### config.mk
export PLATFORM = sky130hd
export DESIGN_NAME = systolic_ctrl
export DESIGN_NICKNAME = d
export VERILOG_FILES = /design/src/rtl/systolic_ctrl.sv
export SDC_FILE = /design/constraint.sdc
export NUM_CORES = 1
export LEC_CHECK = 0
export ABC_CLOCK_PERIOD_IN_PS = 1400
export CAP_MARGIN = 20
export CELL_PAD_IN_SITES_DETAIL_PLACEMENT = 0
export CELL_PAD_IN_SITES_GLOBAL_PLACEMENT = 2
export CORE_UTILIZATION = 24
export CTS_CLUSTER_DIAMETER = 50
export CTS_CLUSTER_SIZE = 40
export DETAILED_ROUTE_END_ITERATION = 8
export PLACE_DENSITY = 0.67
export SLEW_MARGIN = 20
export SYNTH_ARGS = -nofsm -noshare
export SYNTH_HDL_FRONTEND = slang
export SYNTH_SLANG_ARGS = --single-unit
### constraint.sdc
create_clock -name clk -period 1.4 [get_ports clk]
set_input_delay 0.28 -clock clk [delete_from_list [all_inputs] [get_ports clk]]
set_output_delay 0.28 -clock clk [all_outputs]
set_load 0.01 [all_outputs]
### src/rtl/systolic_ctrl.sv
// systolic_ctrl: sequencer for an N x N tpumac systolic array pass.
// Ports: clk, rst_n (async low), start, clear_c, abort in;
//   rd_en, rd_addr[AW], mac_en, mac_wren, busy, done out;
//   pass_cnt[16] out when SYSTOLIC_CTRL_PERF_EN is defined.
module systolic_ctrl #(
    parameter int N  = 8,
    parameter int AW = (N > 1) ? $clog2(N) : 1
) (
    input  logic          clk,
    input  logic          rst_n,
    input  logic          start,
    input  logic          clear_c,
    input  logic          abort,
    output logic          rd_en,
    output logic [AW-1:0] rd_addr,
    output logic          mac_en,
    output logic          mac_wren,
    output logic          busy,
    output logic          done
`ifdef SYSTOLIC_CTRL_PERF_EN
    ,
    output logic [15:0]   pass_cnt
`endif
);

    localparam int CW = $clog2(2 * N);
    localparam logic [CW-1:0] FEED_LAST  = CW'(N - 1);
    localparam logic [CW-1:0] FLUSH_LAST = CW'(2 * N - 2);

    typedef enum logic [2:0] {
        S_IDLE,
        S_CLEAR,
        S_FEED,
        S_FLUSH,
        S_DONE
    } state_t;

    state_t        state;
    state_t        state_n;
    logic [CW-1:0] cnt;
    logic          rd_d;

    always_ff @(posedge clk or negedge rst_n) begin
        if (!rst_n) begin
            state <= S_IDLE;
            cnt   <= '0;
            rd_d  <= 1'b0;
        end else begin
            state <= state_n;
            // Kill the read-latency term on abort so mac_en drops at once.
            rd_d  <= rd_en & ~abort;
            if (state_n != state)
                cnt <= '0;
            else if (state == S_FEED || state == S_FLUSH)
                cnt <= cnt + 1'b1;
        end
    end

    always_comb begin
        state_n = state;
        unique case (state)
            S_IDLE: begin
                if (start && !abort)
                    state_n = clear_c ? S_CLEAR : S_FEED;
            end
            S_CLEAR: begin
                state_n = abort ? S_IDLE : S_FEED;
            end
            S_FEED: begin
                if (abort)
                    state_n = S_IDLE;
                else if (cnt == FEED_LAST)
                    state_n = S_FLUSH;
            end
            S_FLUSH: begin
                if (abort)
                    state_n = S_IDLE;
                else if (cnt == FLUSH_LAST)
                    state_n = S_DONE;
            end
            S_DONE: begin
                state_n = S_IDLE;
            end
            default: begin
                state_n = S_IDLE;
            end
        endcase
    end

    always_comb begin
        rd_en    = (state == S_FEED);
        rd_addr  = rd_en ? AW'(cnt) : '0;
        // CLEAR writes zero into the accumulators via the tied-off Cin.
        mac_en   = (state == S_CLEAR) | (state == S_FLUSH) | rd_d;
        mac_wren = (state == S_CLEAR);
        busy     = (state != S_IDLE);
        done     = (state == S_DONE);
    end

`ifdef SYSTOLIC_CTRL_PERF_EN
    always_ff @(posedge clk or negedge rst_n) begin
        if (!rst_n)
            pass_cnt <= '0;
        else if (state == S_DONE && pass_cnt != 16'hFFFF)
            pass_cnt <= pass_cnt + 16'd1;
    end
`endif

endmodule

[Word-level counts from Yosys, hierarchy flattened]
Cells that the tools add are included.
Word-level totals
  register bits after elaboration: 8
  output and inout bits: 8
Cells by class
  $add $sub $neg: 1
  equal/unequal tests: 7
  muxes and demuxes: 11
  bitwise logic cells: 4
  reduce and logical (&&, ||, !) cells: 6
Operators by type and width (count)
  3-bit 2-to-1 mux: 6
  3-bit case mux with 4 select lines: 1
  4-bit 2-to-1 mux: 2
  3-bit by 2-bit == test with 1-bit output, second input constant: 2
  4-bit by 1-bit adder with 4-bit output, second input constant: 1
  4-bit by 3-bit == test with 1-bit output, second input constant: 1
  4-bit == test, second input constant: 1
  2-bit 2-to-1 mux: 2
  3-bit by 1-bit == test with 1-bit output, second input constant: 1
  3-bit == test, second input constant: 1
  3-bit logical NOT: 1
  3-bit inequality test: 1
  3-bit nonzero test: 1
  1-bit bitwise OR: 2
  2-bit nonzero test: 1
  1-bit AND: 1
  1-bit logical AND: 1
  1-bit logical NOT: 1
  1-bit logical OR: 1
  1-bit inverter: 1

[Longest topological paths before layout]
  word-level depth: 6
  gate-level depth with buffers: 6
  mapped depth without buffers: 6

[Worst setup path after synthesis]
No wires, ideal clock.
  path type: reg-to-reg
  start point: register cnt[0]
  end point: register cnt[1]
  library setup time: 0.120 ns
  arrival: 1.282 ns
  slack: -0.002 ns
  stages on the path, launching flop included: 5
  buffers on the path: 0
  clock period less this slack: 1.402 ns
  path through: dfrtp_1 -> ha_1 -> nand2_2 -> or4_1 -> and4_1
Between the ends
  cells in the longest elaborated chain, start to end: 6
  elaborated cells between the ends (all ways): 12
Ends and longest elaborated chain
  start, declared: RTL line 40  | logic [CW-1:0] cnt;
  start signal, assigned: RTL line 55  | cnt <= cnt + 1'b1;
  4-bit == test / 4-bit by 3-bit == test with 1-bit output (equally long branches): RTL line 78, 72
  3-bit 2-to-1 mux (on tied branches): RTL line 78, 72
  3-bit 2-to-1 mux (on tied branches): RTL line 76, 70
  3-bit case mux with 4 select lines: RTL line 61  | unique case (state)
  3-bit inequality test: RTL line 52  | if (state_n != state)
  4-bit 2-to-1 mux / 2-bit nonzero test (equally long branches)
Several ways; a longest one is shown, not always the timed one. The select of a mux whose other input is x is not followed.
A chain may end at the register's enable or synchronous reset.

[Final worst setup path]
  start point: register state[0]
  end point: output rd_addr[2]
Between the ends
  cells in the longest elaborated chain, start to end: 2
Ends and longest elaborated chain
  start, declared: RTL line 38  | state_t state;
  start signal, assigned: RTL line 49  | state <= state_n;
  3-bit by 2-bit == test with 1-bit output: RTL line 91  | rd_en = (state == S_FEED);
  3-bit 2-to-1 mux: RTL line 92  | rd_addr = rd_en ? AW'(cnt) : '0;
  end, declared: RTL line 15  | output logic [AW-1:0] rd_addr,
Every way passes these cells.

==> impl_metrics.toml <==
[setup_path]
cp.required_ns = 1.12
cp-end-kind = "primary output"
crit_arrival_ns = 1.17
worst-setup-path-type = "reg -> out"
crit_fanout = 4
cp-start-kind = "flip-flop"

[sta]
max_slew.worst_pin.slew_ns = 0.3746
tns_ns = -0.2081
rsz0062_at_grt = "yes"
setup_ws_ns = -0.05059
drv_slew = 0
relSlewSlack = 0.7495
setup_viol = 5
period_needed_ns = 1.451
finalHoldViolCount = 0
fmax_ghz = 0.6894
fin_skew_ns = 0.0004603
worst_hold_slack_ns = 0.3142
post-route-period-util = 1.036

[job]
drv_cap = 0

[synth]
synth_area_sq_um = 541.8
synth_top_area_frac = 0.3695
yosysTopAreaCell = "dfrtp_1"
synth_nets = 68
syn_area_per_cell_sq_um = 8.881
yosysUniqueCellTypes = 33
synth-seq-area-share = 0.3695
synthCells = 61
synthTopCellsByArea = "dfrtp_1 (37%), nor2_1 (6.2%), ha_1 (4.6%)"
ys_ff_latch = 8
ys.warnings.count = 0

[cts]
cts_inserted_buffers = 3
path_clk_slew_ns = 0.05
insertion_delay_ns = 0.25
htreeDepth = 1
clockBufferDepth = 2
root_buffer = "clkbuf_4"
cts_tree = "done"
cts_sinks = 8

[grt]
grt_pass1_wl_microns = 2380
grt_pass1_vias = 552
antenna_found_initial = 0
grt-ovfl-total = 0
track_usage = 0.1300
grt_max_degree = 9

[placed_design]
hpwlAfterDp_microns = 962.7
post-place-ws_ns = -0.2222
finalWeightedCongestion = 0.6976
port_buffers = 12

[cells_and_area]
fill_cells = 219
finalNetCount = 107
utilization = 0.4626
num_antenna_cells = 0
drive_gt1_frac = 0.5306
area_growth_pct = 74.36

[routing]
ant_nets = 0
drt_iter0_drc = 6
first_pass_iters = 4
vias = 574
drc_errors = 0
wl_per_cell_microns = 11.54
viasPerCell = 4.592
drt_wl_total_microns = 1442

[power_and_ir_drop]
total_power_uw = 733.0
power.density_nw_per_um2 = 776.0
total_leakage_power_nw = 0.4452
vdd_drop_max_mv = 0.2602

[floorplan]
die_w_microns = 49.51
start_util = 0.2653
die-area_sq_um = 2451
ios = 13
core_area_sq_um = 2042
die_y_microns = 49.51
core.rowCount = 16

[hold_path]
holdCritPathClass = "in -> async"

[run_status]
status = "finished, violations left"
violations = "negative setup slack"
power breakdown:
| part | switching [mW] | internal [mW] |
|---|---|---|
| registers | 0.0238 | 0.250 |
| logic | 0.123 | 0.165 |
| clock network | 0.0739 | 0.0978 |
| total | 0.221 | 0.512 |
path summary, 6_finish.rpt:
path,slack (ns),end,depth (start not counted),startpoint
worst max-delay path,-0.05,rd_addr[2],4,state[0]
worst min-delay path,0.31,state[1],1,rst_n
worst max register to register,-0.02,cnt[1],4,state[0]
worst min register to register,0.68,cnt[3],2,cnt[3]
max in group asynchronous,0.79,cnt[1],1,rst_n
min in group clk,0.68,cnt[3],2,cnt[3]
area by class of cell:
cell class / instances / area [sq um] / share of cell area
Timing Repair Buffer: 38 / 319.1 / 0.3377
Sequential cell: 8 / 201.4 / 0.2132
Multi-Input combinational cell: 48 / 364.1 / 0.3854
Inverter: 1 / 3.754 / 0.003974
Tap cell: 27 / 33.78 / 0.03576
Clock buffer: 3 / 22.52 / 0.02384
kinds of logic after synthesis:
kind of cell	Yosys count	share of synthesized area
and+or+nand+nor	32	0.3349
AOI/OAI and AO/OA	11	0.1386
buffers and inverters	5	0.06233
xor gates and xnor gates	3	0.04851
adders and majority gates	2	0.04618
DFF	8	0.3695
critical path, stage by stage, from the launching register on:
cell	delay, ns
dfrtp_1	0.41
nor2_2	0.13
buf_4	0.12
and3_4	0.17
buf_6	0.09
sequential cells by signal (all words and copies together), names as in the netlist:
name	cells
state	3
rd_d	1
cnt	4
synth_stat cells:
cell type	count
nor2b_1	1
and3_2	1
a21oi_1	3
o2bb2ai_1	1
nand2_2	1
and4_1	1
o211ai_1	1
and3b_1	1
clkbuf_1	1
buf_6	1
o31ai_1	1
or4_1	1
nand4_1	1
nor2_1	9
inv_1	1
nand2_1	4
dfrtp_1	8
xnor2_1	1
nand2b_1	3
o21ai_0	2
a31oi_1	1
and4_2	1
nand2b_2	1
nor3_1	1
ha_1	2
xor2_1	2
and3_1	3
and2_1	1
o31ai_2	1
a21o_1	1
buf_4	2
nor3b_1	1
or3_1	1
routing by layer:
layer	track usage	part of all wire	vias up
li1	-	-	287
met1	0.1489	0.45	274
met2	0.2306	0.51	11
met3	0	0.021	2
met4	0.1000	0.015	0
met5	0	0	-
per-stage QoR:
step | area, sq um | std cells
6_report | 944.7 | 125
3_3_place_gp | 765.7 | 109
2_1_floorplan | 544.3 | 61
4_1_cts | 883.3 | 123
3_5_place_dp | 765.7 | 109
5_1_grt | 944.7 | 125
layout by cell type, fill, tap and decap left out, drive strengths merged:
cell and instances:
a21o 1, a21oi 3, a31oi 1, and2 1
and3 4, and3b 1, and4 2, buf 33
clkbuf 3, clkdlybuf4s15 1, clkdlybuf4s50 4, dfrtp 8
ha 2, inv 1, nand2 5, nand2b 4
nand4 1, nor2 9, nor2b 1, nor3 1
nor3b 1, o211ai 1, o21ai 2, o2bb2ai 1
o31ai 2, or3 1, or4 1, xnor2 1
xor2 2
timing repair:
item	4_1_cts	5_1_grt
gates resized for setup	43	11
setup endpoints to repair	12	9
setup buffers	11	2
hold buffers	0	0
hold endpoints to repair	0	0
pin swaps	10	9
(Power assumes the default switching activity.)
